## src/rtl/nx_fifo_rd_prefetch.sv

```systemverilog
// Read-side prefetch for nx_fifo_ctrl: pops the FIFO and presents entries as a valid/ready stream.
// Latency: fifo_ren -> out_valid is RD_LATENCY+1 cycles. Back-pressure is absorbed by a DEPTH-entry credit-checked buffer.
// Optional stall counter: define NX_FIFO_RD_PREFETCH_PERF_EN to add the stall_cnt output.
module nx_fifo_rd_prefetch #(
    parameter int WIDTH      = 32,
    parameter int RD_LATENCY = 1,
    parameter int DEPTH      = 4,
    localparam int CW        = $clog2(DEPTH + 1)
) (
    input  logic             clk,
    input  logic             rst,
    input  logic             clear,
    input  logic             fifo_empty,
    output logic             fifo_ren,
    input  logic [WIDTH-1:0] ram_rdata,
    output logic             out_valid,
    input  logic             out_ready,
    output logic [WIDTH-1:0] out_data,
    output logic [CW-1:0]    out_count,
`ifdef NX_FIFO_RD_PREFETCH_PERF_EN
    output logic [15:0]      stall_cnt,
`endif
    output logic             underflow
);

    localparam int PW = (DEPTH > 1) ? $clog2(DEPTH) : 1;

    logic [WIDTH-1:0]      buf_mem [DEPTH];
    logic [PW-1:0]         head;
    logic [PW-1:0]         tail;
    logic [RD_LATENCY-1:0] pipe;
    logic [CW-1:0]         inflight;
    logic                  cap;
    logic                  pop;

    function automatic logic [PW-1:0] wrap_inc(input logic [PW-1:0] p);
        return (p == PW'(DEPTH - 1)) ? '0 : p + 1'b1;
    endfunction

    always_comb begin
        inflight = '0;
        for (int i = 0; i < RD_LATENCY; i++) begin
            inflight = inflight + CW'(pipe[i]);
        end
    end

    // Credit check ignores a same-cycle pop so there is no path from out_ready to fifo_ren.
    assign fifo_ren  = !rst && !fifo_empty && !clear &&
                       (({1'b0, out_count} + {1'b0, inflight}) < (CW + 1)'(DEPTH));
    assign out_valid = (out_count != '0);
    assign out_data  = buf_mem[head];
    assign cap       = pipe[RD_LATENCY-1] && !clear;
    assign pop       = out_valid && out_ready && !clear;

    always_ff @(posedge clk or posedge rst) begin
        if (rst) begin
            pipe      <= '0;
            head      <= '0;
            tail      <= '0;
            out_count <= '0;
            underflow <= 1'b0;
            for (int i = 0; i < DEPTH; i++) begin
                buf_mem[i] <= '0;
            end
        end else begin
            underflow <= fifo_ren && fifo_empty;
            if (clear) begin
                // Squashed reads lose their tags, so late RAM beats are never captured.
                pipe      <= '0;
                head      <= '0;
                tail      <= '0;
                out_count <= '0;
            end else begin
                pipe <= (pipe << 1) | RD_LATENCY'(fifo_ren);
                if (cap) begin
                    buf_mem[tail] <= ram_rdata;
                    tail          <= wrap_inc(tail);
                end
                if (pop) begin
                    head <= wrap_inc(head);
                end
                case ({cap, pop})
                    2'b10:   out_count <= out_count + 1'b1;
                    2'b01:   out_count <= out_count - 1'b1;
                    default: out_count <= out_count;
                endcase
            end
        end
    end

    always @(posedge clk) begin
        if (!rst && cap && !pop) begin
            assert (out_count < CW'(DEPTH));
        end
    end

`ifdef NX_FIFO_RD_PREFETCH_PERF_EN
    always_ff @(posedge clk or posedge rst) begin
        if (rst) begin
            stall_cnt <= '0;
        end else if (clear) begin
            stall_cnt <= '0;
        end else if (out_valid && !out_ready && (stall_cnt != 16'hFFFF)) begin
            stall_cnt <= stall_cnt + 16'd1;
        end
    end
`endif

endmodule

```

## config.mk

```make
export PLATFORM = sky130hd
export DESIGN_NAME = nx_fifo_rd_prefetch
export DESIGN_NICKNAME = d
export VERILOG_FILES = /design/src/rtl/nx_fifo_rd_prefetch.sv
export SDC_FILE = /design/constraint.sdc
export NUM_CORES = 1
export LEC_CHECK = 0
export ABC_AREA = 1
export BUFFER_PORTS_ARGS = -buffer_cell sky130_fd_sc_hd__buf_4
export CELL_PAD_IN_SITES_DETAIL_PLACEMENT = 0
export CELL_PAD_IN_SITES_GLOBAL_PLACEMENT = 1
export CORE_MARGIN = 2
export CORE_UTILIZATION = 45
export CTS_BUF_LIST = sky130_fd_sc_hd__clkbuf_8 sky130_fd_sc_hd__clkbuf_16
export CTS_CLUSTER_DIAMETER = 50
export DETAILED_ROUTE_END_ITERATION = 16
export PLACE_DENSITY = 0.85
export RECOVER_POWER = 100
export SYNTH_ARGS = -nofsm -noshare
export SYNTH_HDL_FRONTEND = slang
export SYNTH_SLANG_ARGS = --single-unit
```

## constraint.sdc

```tcl
create_clock -name clk -period 5.6 [get_ports clk]
set_clock_uncertainty 0.2 [all_clocks]
set_input_delay 0.84 -clock clk [delete_from_list [all_inputs] [get_ports clk]]
set_output_delay 0.84 -clock clk [all_outputs]
set_load 0.01 [all_outputs]
```

Word level (Yosys, flattened, before mapping)
Cells that the tools add are included.

storage, ports and cells
  bits in registers = 137
  input bits = 37
  output and inout port bits = 38
  logic and storage cells = 56

operators by class
  add/sub/neg operators = 5
  $lt $le $gt $ge = 4
  equal/unequal tests = 4
  mux-type cells = 15
  bitwise logic cells = 3
  reduce and logical (&&, ||, !) cells = 16

operators by type and width
  cell                                                         number
  bitwise mux 128 bit                                          1
  two-way mux 32 bit                                           3
  binary-select mux 32 bit (select 2 bit)                      1
  demux 32 bit (select 2 bit)                                  1
  two-way mux 2 bit                                            6
  logical AND 1 bit                                            8
  == test 2 bit (second input constant)                        3
  greater-or-equal comparator 3 bit (second input constant)    2
  NOT 2 -> 3 bit                                               2
  one-hot mux 3 bit (2 select lines)                           1
  nonzero test 3 bit                                           2
  adder 2 x 1 -> 2 bit (second input constant)                 2
  adder 3 x 1 -> 4 bit                                         1
  less-than comparator 4 x 3 -> 1 bit (second input constant)  1
  nonzero test 2 bit                                           2
  adder 3 x 1 -> 3 bit (second input constant)                 1
  logical NOT 1 bit                                            3
  less-than comparator 3 x 1 -> 1 bit (second input constant)  1
  two-way mux 3 bit                                            1
  subtractor 3 x 1 -> 3 bit (second input constant)            1
  == test 2 x 1 -> 1 bit (second input constant)               1
  AND reduction 2 bit                                          1
  two-way mux 1 bit                                            1
  NOT 1 bit                                                    1

Logic depth before layout (Yosys ltp)
Gate-level depths: netlist of the first run.

  word-level depth = 6
  gate-level depth with buffers = 12
  gate-level depth less buffers = 12

Worst setup path before layout of the first run
Ideal clock, no wire load.

  path type = input port to output port
  start = in rst
  end = out fifo_ren
  arrival = 4350 ps
  data required time = 4560 ps
  setup slack = 210 ps
  stages = 3
  path buffers = 0
  path through = inv_1 -> nand3_1 -> a31oi_1

on the way
  longest elaborated chain between the ends = 4

ends and longest elaborated chain
  item                             line  source
  from (decl)                      11    input logic rst,
  logical NOT 1 bit                --
  logical AND 1 bit (3 in series)  48    assign fifo_ren = !rst && !fifo_empty && !clear &&
  to (decl)                        14    output logic fifo_ren,

Every way passes these cells.

Worst setup path after layout of the first run
  start = reg head[1]
  end = out out_data[14]

on the way
  longest elaborated chain between the ends = 4

ends and longest elaborated chain
  item                                                    line  source
  from (decl)                                             29    logic [PW-1:0] head;
  from (signal assigned)                                  80    head <= wrap_inc(head);
  NOT 2 -> 3 bit (implied by the code)                    51    assign out_data = buf_mem[head];
  binary-select mux 32 bit (select 2 bit)                 51
  two-way mux 32 bit (implied by the code) (2 in series)  51
  to (decl)                                               18    output logic [WIDTH-1:0] out_data,

Every way passes these cells. The select of a mux whose other input is x is not followed.

==> impl_metrics.csv, run 1 <==
group,metric,value,unit
status,status,"finished, violations left",
status,violations,"capacitance limit, slew limit",
grt,grt_pass1_vias,4926,
synthesis,ys_ff_latch,137,
synthesis,synth_nets,733,
final_layout,fin_area,7010,µm²
setup_path,startpoint_type,"register",
sta,final.period_utilization,59.6,%
sta,min_period,3.34,ns
drt,post-route-drc-count,0,
final_layout,layout_commonest_cell,"o21ai_0",
drt,vias,4947,
sta,slew_headroom,-43.6,%
pwr,powerDensity,475,nW/µm²
sta,setup_viol,0,
synthesis,synth.distinct_cells,25,
synthesis,yosysTopAreaCellShare,54.4,%
final_layout,syn_to_final_growth,11.2,%
floorplan,start_util,45.8,%
setup_path,worst-endpoint-arrival,2.30,ns
floorplan,ios,75,
placed_design,portBuffers,74,
sta,fin_tns_setup,0,ns
final_layout,most-common-layout-cells,"o21ai_0 (192), nand2_1 (141), dfrtp_1 (136)",
final_layout,layout-drive-gt1-share,10.2,%
clock_network,numCtsBuffers,17,
drt,first_iter_violations,380,
floorplan,die_h,122,µm
pwr,finalPower,0.00333,W
setup_path,path_class,"reg2out",
grt,grt_pass1_wl,23500,µm
grt,grtUsageTotal,20.2,%
placed_design,hpwlAfterDp,7870,µm
sta,hold_violations,0,
synthesis,yosysWarnings,0,
synthesis,ys_seq_area_share,54.4,%
grt,antenna_found_initial,0,
setup_path,required,4.56,ns
clock_network,cts_resized,0,
clock_network,htree_levels,4,
clock_network,cts_tree,"done",
grt,grt_max_degree,74,
worst_hold_path,min_path_type,"reg2reg",
setup_path,worstSetupEndpointType,"primary output",
placed_design,pre_cts_slack,2.56,ns
drt,routedWlPerCell,15.3,µm
synthesis,synth.area.top_cells,"dfrtp_1 (54%), nand2_1 (8.1%), o21ai_1 (7.1%)",
placed_design,place_area,6770,µm²
floorplan,num_rows,43,
drt,detail-route-antenna-nets,0,
grt,grt-ovfl-total,0,
synthesis,synth_cells,690,
sta,final.setup.worst_slack,2.26,ns
clock_network,cts_root_buf,"clkbuf_16",
floorplan,die_w,122,µm
final_layout,fillerInstances,1387,
synthesis,synth_area,6310,µm²
sta,slew_viol_final,327,
clock_network,cts_setup_buffers,0,
final_layout,finalNetCount,786,
synthesis,syn_avg_cell_area,9.14,µm²
placed_design,place.gp.congestion,0.713,
drt,vias_per_cell,5.29,
sta,fmax,300,MHz
sta,tightest_slew,2.15,ns
drt,wl,14300,µm
drt,first_pass_iters,5,
clock_network,cts_sinks,137,
floorplan,core-area,13800,µm²
sta,rsz0062_at_grt,"false",
clock_network,cts_buffer_depth,2,
flow_run,maxCapViolations,5,
pwr,peakVddDrop,0.224,mV
clock_network,clkTransAtPathRegs,0.05,ns
clock_network,hold_buffers,0,
final_layout,n_antenna_cell,0,
setup_path,path_max_fanout,32,
floorplan,design.die.area,15000,µm²
pwr,power.leakage,3.40,nW
clock_network,insertion_delay,0.41,ns
synthesis,synth_area_leader_cell,"dfrtp_1",
[power breakdown]
part | internal, W | switching [W]
logic | 0.000338 | 0.000647
registers | 0.00117 | 0.0000988
clock network | 0.000679 | 0.000399
total | 0.00218 | 0.00114
[Yosys cell counts]
cell,count
nor2_1,69
o21ai_2,38
nand2_4,4
buf_6,23
fa_1,1
o21ai_1,90
nand4_1,1
nand3_2,1
inv_1,44
clkbuf_8,1
nand3_1,7
nand2_1,136
buf_2,5
inv_2,4
nor2_8,1
nand2_2,3
conb_1,1
clkbuf_1,14
a31oi_1,3
o31ai_1,1
o21ai_0,68
ha_1,5
o22ai_1,32
o21bai_1,1
dfrtp_1,137
[final cells by class]
type	instances	area, µm²	area share (%)
clock buffer	20	467	6.65
multi-input combinational	462	2180	31.0
clock inverter	11	105	1.50
inverter	48	185	2.64
tap	180	225	3.21
timing repair buffer	77	425	6.06
sequential	137	3430	48.9
[metal layers]
metal	track usage (%)	vias up	part of all wire (%)
met3	4.32	11	4.4
met2	34.7	110	50
met1	25.0	2431	45
met5	0	-	0
met4	7.69	0	0.90
li1	-	2395	-
[registers in the layout (all words and copies together), names as in the netlist]
register and flops:
buf_mem 128, out_count 3, head 2, tail 2, pipe 1, underflow 1
[logic make-up after synthesis]
logic type / share of synthesized area, %
adder cells (fa/ha/maj): 1.31
AO/OA/AOI/OAI: 21.5
AND/OR/NAND/NOR: 14.3
other: 0.0595
flip-flops: 54.4
buffers and inverters: 8.41
[worst paths after layout]
path                        startpoint            to  slack [ns]  cells past startpoint
max                            head[1]  out_data[14]        2.26                      4
min                        buf_mem[65]   buf_mem[65]        0.28                      2
max reg2reg                       pipe   buf_mem[15]        2.73                      4
min reg2reg                buf_mem[65]   buf_mem[65]        0.28                      2
max in group asynchronous          rst       head[0]        2.72                      3
min in group asynchronous          rst   buf_mem[21]        0.34                      2
[stage by stage]
step / hold WS, ns / instances / utilization (%)
3_3_place_gp: 0.258 / 904 / 49.1
5_1_grt: 0.299 / 935 / 50.9
2_1_floorplan: 0.250 / 690 / -
6_report: 0.278 / 935 / 50.9
4_1_cts: 0.277 / 935 / 53.3
3_5_place_dp: 0.263 / 904 / 49.1
[critical path: stages (launching register included)]
cell and delay, ns:
dfrtp_1 0.37, inv_1 0.81, o21ai_0 0.23, o22ai_1 0.26
clkbuf_1 0.19
Power figures use the tool's default switching activity.
==> inputs of run 2 (changes only) <==
==> constraint.sdc (replaced) <==
create_clock -name clk -period 3.5 [get_ports clk]
set_clock_uncertainty 0.2 [all_clocks]
set_input_delay 0.525 -clock clk [delete_from_list [all_inputs] [get_ports clk]]
set_output_delay 0.525 -clock clk [all_outputs]
set_load 0.01 [all_outputs]
==> run 2 against run 1 <==
  * The run still ends with capacitance limit, slew limit left
  * Via count down 1.1%
  * Die area unchanged
  * Core utilization up 0.20 points
  * Worst setup slack worse by 1.5 ns
  * Worst hold slack worse by 0.093 ns
  * Total power up 60%
  * First-iteration DRC count down 12%
  * Global-route usage down 0.12 points
  * Largest cell class unchanged
==> impl_metrics.csv, run 2 (same netlist as run 1, synthesis figures left out) <==
group,metric,value,unit
setup_path,worst-endpoint-arrival,1.99,ns
setup_path,regToRegSetupSlack,0.95,ns
status,status,"finished, violations left",
clock_network,cts_sinks,137,
clock_network,insertion_delay,0.41,ns
grt,antenna_found_initial,0,
grt,grt_pass1_wl,23400,µm
grt,grtUsageTotal,20.1,%
clock_network,cts_root_buf,"clkbuf_16",
sta,tightest_slew,1.82,ns
worst_hold_path,min_path_type,"in2reg",
floorplan,core-area,13800,µm²
final_layout,syn_to_final_growth,11.6,%
placed_design,place.gp.congestion,0.777,
pwr,powerDensity,756,nW/µm²
drt,wl,13900,µm
setup_path,path_max_fanout,67,
setup_path,slowest_stage,"buf_4",
floorplan,num_rows,43,
setup_path,crit_chain,"buf_4, o21ai_0, o22ai_1, clkbuf_1",
final_layout,finalNonFillerCells,938,
setup_path,path_class,"reg2out",
setup_path,r2r_start,"pipe",
clock_network,hold_buffers,0,
final_layout,regMostFlops,"buf_mem",
final_layout,reg_top3,"buf_mem: 128 flops, out_count: 3 flops",
final_layout,layout_commonest_cell,"o21ai_0",
sta,hold_violations,0,
final_layout,layout-drive-gt1-share,11.3,%
drt,post-route-drc-count,0,
pwr,peakVddDrop,0.352,mV
pwr,finalPower,0.00532,W
final_layout,n_antenna_cell,0,
floorplan,start_util,45.8,%
sta,hold_ws,0.185,ns
clock_network,cts_resized,0,
floorplan,die_h,122,µm
drt,detail-route-antenna-nets,0,
clock_network,numCtsBuffers,17,
setup_path,cp-startpoint,"head[0]",
placed_design,post-place-cells,906,
setup_path,startpoint_type,"register",
placed_design,hpwlAfterDp,8000,µm
floorplan,ios,75,
placed_design,portBuffers,74,
floorplan,design.die.area,15000,µm²
final_layout,finalNetCount,788,
sta,final.period_utilization,77.5,%
drt,routedWlPerCell,14.8,µm
setup_path,worstSetupEndpointType,"primary output",
sta,setup_viol,0,
clock_network,cts_setup_buffers,0,
sta,rsz0062_at_grt,"false",
grt,grt_max_degree,138,
clock_network,clkTransAtPathRegs,0.05,ns
sta,fmax,368,MHz
sta,slew_headroom,-21.4,%
drt,vias_per_cell,5.22,
final_layout,most-common-layout-cells,"o21ai_0 (189), nand2_1 (137), dfrtp_1 (136)",
clock_network,htree_levels,4,
sta,min_period,2.71,ns
setup_path,cp-endpoint,"out_data[2]",
status,violations,"capacitance limit, slew limit",
pwr,power.leakage,3.41,nW
setup_path,required,2.77,ns
floorplan,die_w,122,µm
final_layout,largest_reg_flops,128,
drt,first_iter_violations,335,
clock_network,cts_tree,"done",
setup_path,reg2reg_to,"buf_mem[50]",
clock_network,cts_buffer_depth,2,
grt,grt-ovfl-total,0,
flow_run,maxCapViolations,1,
setup_path,worst_path_largest_cell_delay,0.52,ns
sta,slew_viol_final,138,
grt,grt_pass1_vias,4824,
drt,first_pass_iters,5,
setup_path,rr_worst_depth,4,
drt,vias,4894,
## run 2: cell types whose count changed in the layout (fill, tap and decap cells not counted), moves of 2 or more
| cell | change |
|---|---|
| o21ai_1 | +2 |
| clkbuf_8 | +2 |
| o21ai_0 | -3 |
| clkbuf_1 | -3 |
| nand2_2 | +4 |
| nand2_1 | -4 |
| buf_4 | +4 |
## run 2: through the flow
step	setup slack [ns]	utilization [%]	setup TNS, ns	instance area [µm²]
2_1_floorplan	-0.103	-	-0.103	6310
3_3_place_gp	1.25	49.4	0	6810
3_5_place_dp	1.24	49.4	0	6810
4_1_cts	0.792	53.5	0	7370
5_1_grt	0.628	51.1	0	7040
6_report	0.786	51.1	0	7040
## run 2: how the worst min path moves through the flow
stage / start / slack (ns) / endpoint / cells past startpoint
floorplan: buf_mem[32] / 0.25 / buf_mem[32] / 2
global placement: buf_mem[48] / 0.26 / buf_mem[48] / 2
detailed placement: buf_mem[92] / 0.26 / buf_mem[92] / 2
CTS: fifo_empty / 0.17 / pipe / 4
global route: fifo_empty / 0.19 / pipe / 4
finish: fifo_empty / 0.19 / pipe / 4
## run 2: power breakdown
part           leakage [nW]  internal [W]  switching, W  total (W)
clock network         0.294       0.00106      0.000639    0.00170
registers              1.85       0.00187      0.000161    0.00203
logic                  1.27      0.000567       0.00103    0.00160
## run 2: per-layer routing
metal	track usage (%)	part of all wire, %
met1	25.9	46
met2	33.1	49
met3	4.46	4.0
met4	7.83	1.0
met5	0	0
## run 2: layout make-up
cell class	count	area, µm²
multi-input cells	462	2170
clock buffers	22	494
repair buffers	79	467
clock inverters	10	75.1
fillers	1373	6730
well taps	180	225
flip-flops and latches	137	3430
inverters	48	181
## run 2: worst max-delay path, delay by kind of cell (launching register included)
| kind | cells | cell delay [ns] |
|---|---|---|
| compound gates | 2 | 0.43 |
| flops | 1 | 0.36 |
| buf+inv | 2 | 0.70 |
==> inputs of run 3 (changes only) <==
==> constraint.sdc (replaced) <==
create_clock -name clk -period 2.8 [get_ports clk]
set_clock_uncertainty 0.2 [all_clocks]
set_input_delay 0.42 -clock clk [delete_from_list [all_inputs] [get_ports clk]]
set_output_delay 0.42 -clock clk [all_outputs]
set_load 0.01 [all_outputs]
==> run 3 against run 2 <==
  * The run still ends with capacitance limit, slew limit left
  * Die area is the same
  * Worst setup slack lost 0.62 ns
  * Largest cell class unchanged
  * Global-route usage is essentially flat
  * Total power grew 22%
  * Critical path type unchanged
  * Sequential power grew 25%
  * Core utilization shrank 0.17 points
  * Cell count shrank 0.21%
  * Final area shrank 0.34%
==> impl_metrics.csv, run 3 (same netlist as run 1, synthesis figures left out) <==
group,metric,value,unit
final_layout,most-common-layout-cells,"o21ai_0 (188), nand2_1 (138), dfrtp_1 (136)",
clock_network,insertion_delay,0.42,ns
grt,grtUsageTotal,20.1,%
grt,grt_max_degree,138,
drt,top_layer_used,"met4",
drt,wl,14200,µm
drt,route.layer.met1.wl,6510,µm
final_layout,largest_reg_flops,128,
drt,vias_per_cell,5.21,
clock_network,numCtsBuffers,17,
clock_network,cts_tree,"done",
floorplan,num_rows,43,
final_layout,regMostFlops,"buf_mem",
pwr,powerDensity,927,nW/µm²
grt,grt_pass1_wl,23500,µm
sta,setup_viol,0,
final_layout,post-route-util,51.0,%
sta,slew_headroom,-23.8,%
drt,detail-route-antenna-nets,0,
final_layout,layout_commonest_cell,"o21ai_0",
final_layout,reg_top3,"buf_mem: 128 flops, out_count: 3 flops",
floorplan,ios,75,
sta,tightest_slew,1.86,ns
clock_network,htree_levels,4,
clock_network,cts_sinks,137,
sta,min_period,2.64,ns
pwr,finalPower,0.00651,W
status,status,"finished, violations left",
clock_network,cts_setup_buffers,0,
setup_path,worst-endpoint-arrival,2.02,ns
worst_hold_path,holdPathEnd,"pipe",
sta,hold_ws,0.0771,ns
setup_path,path_max_fanout,67,
drt,wl_met3,507,µm
floorplan,design.die.area,15000,µm²
worst_hold_path,min_from,"fifo_empty",
placed_design,place.gp.congestion,0.744,
clock_network,clkTransAtPathRegs,0.06,ns
grt,grt-ovfl-total,0,
setup_path,required,2.18,ns
setup_path,reg2reg_to,"buf_mem[82]",
sta,fmax,379,MHz
pwr,power.leakage,3.40,nW
sta,hold_violations,0,
drt,vias,4874,
drt,met2_wirelength,6900,µm
floorplan,die_w,122,µm
placed_design,hpwlAfterDp,8230,µm
placed_design,portBuffers,74,
grt,grt_pass1_vias,4822,
final_layout,syn_to_final_growth,11.3,%
drt,post-route-drc-count,0,
setup_path,regToRegSetupSlack,0.48,ns
final_layout,finalNetCount,789,
setup_path,path_class,"reg2out",
sta,fin_tns_setup,0,ns
sta,final.period_utilization,94.2,%
final_layout,layout-drive-gt1-share,10.7,%
flow_run,maxCapViolations,1,
clock_network,hold_buffers,0,
floorplan,start_util,45.8,%
final_layout,n_antenna_cell,0,
worst_hold_path,min_path_type,"in2reg",
sta,slew_viol_final,138,
worst_hold_path,min_path_cells,4,
setup_path,rr_worst_depth,4,
clock_network,cts_buffer_depth,2,
drt,routedWlPerCell,15.1,µm
grt,antenna_found_initial,0,
final_layout,fillerInstances,1358,
status,violations,"capacitance limit, slew limit",
setup_path,startpoint_type,"register",
sta,rsz0062_at_grt,"false",
setup_path,worstSetupEndpointType,"primary output",
drt,first_pass_iters,5,
drt,first_iter_violations,344,
floorplan,die_h,122,µm
floorplan,core-area,13800,µm²
pwr,peakVddDrop,0.430,mV
setup_path,r2r_start,"pipe",
clock_network,cts_resized,0,
clock_network,cts_root_buf,"clkbuf_16",
-- run 3: power by group --
| group | leakage, nW | switching, W | total (W) | internal, W |
|---|---|---|---|---|
| Sequential | 1.85 | 0.000206 | 0.00254 | 0.00234 |
| Clock | 0.278 | 0.000754 | 0.00197 | 0.00121 |
| Combinational | 1.27 | 0.00129 | 0.00200 | 0.000707 |
| Total | 3.40 | 0.00225 | 0.00651 | 0.00426 |
-- run 3: worst max-delay path by stage --
stage,start,endpoint,cells past startpoint
2_1_floorplan,rst,fifo_ren,3
3_3_place_gp,head[0],out_data[8],4
3_5_place_dp,out_count[1],out_count[2],12
4_1_cts,head[0],out_data[0],4
5_1_grt,head[0],out_data[31],4
6_report,head[0],out_data[0],4
-- run 3: area by class of cell --
class | count | area [µm²] | area share [%]
multi-input combinational | 462 | 2170 | 31.0
inverter | 48 | 181 | 2.59
clock inverter | 7 | 30.0 | 0.428
sequential | 137 | 3430 | 48.9
tap | 180 | 225 | 3.21
timing repair buffer | 80 | 483 | 6.88
clock buffer | 22 | 494 | 7.04
-- run 3: through the flow --
stage | cell area (µm²) | worst slack [ns] | cells
after global placement | 6830 | 0.704 | 907
after CTS | 7350 | 0.203 | 936
after global routing | 7020 | 0.100 | 936
final | 7020 | 0.161 | 936
after floorplan | 6310 | -0.593 | 690
after detailed placement | 6830 | 0.642 | 907
-- run 3: metal layers --
| metal | GRT usage, % | vias to the layer above |
|---|---|---|
| met2 | 33.6 | 104 |
| met1 | 25.8 | 2353 |
| met4 | 7.47 | 0 |
| met3 | 4.14 | 22 |
| li1 | - | 2395 |
| met5 | 0 | - |
-- run 3: worst max-delay path: stages (launching register included) --
cell and delay, ns:
dfrtp_2 0.36, buf_4 0.54, o21ai_0 0.21, o22ai_1 0.26
clkbuf_1 0.18
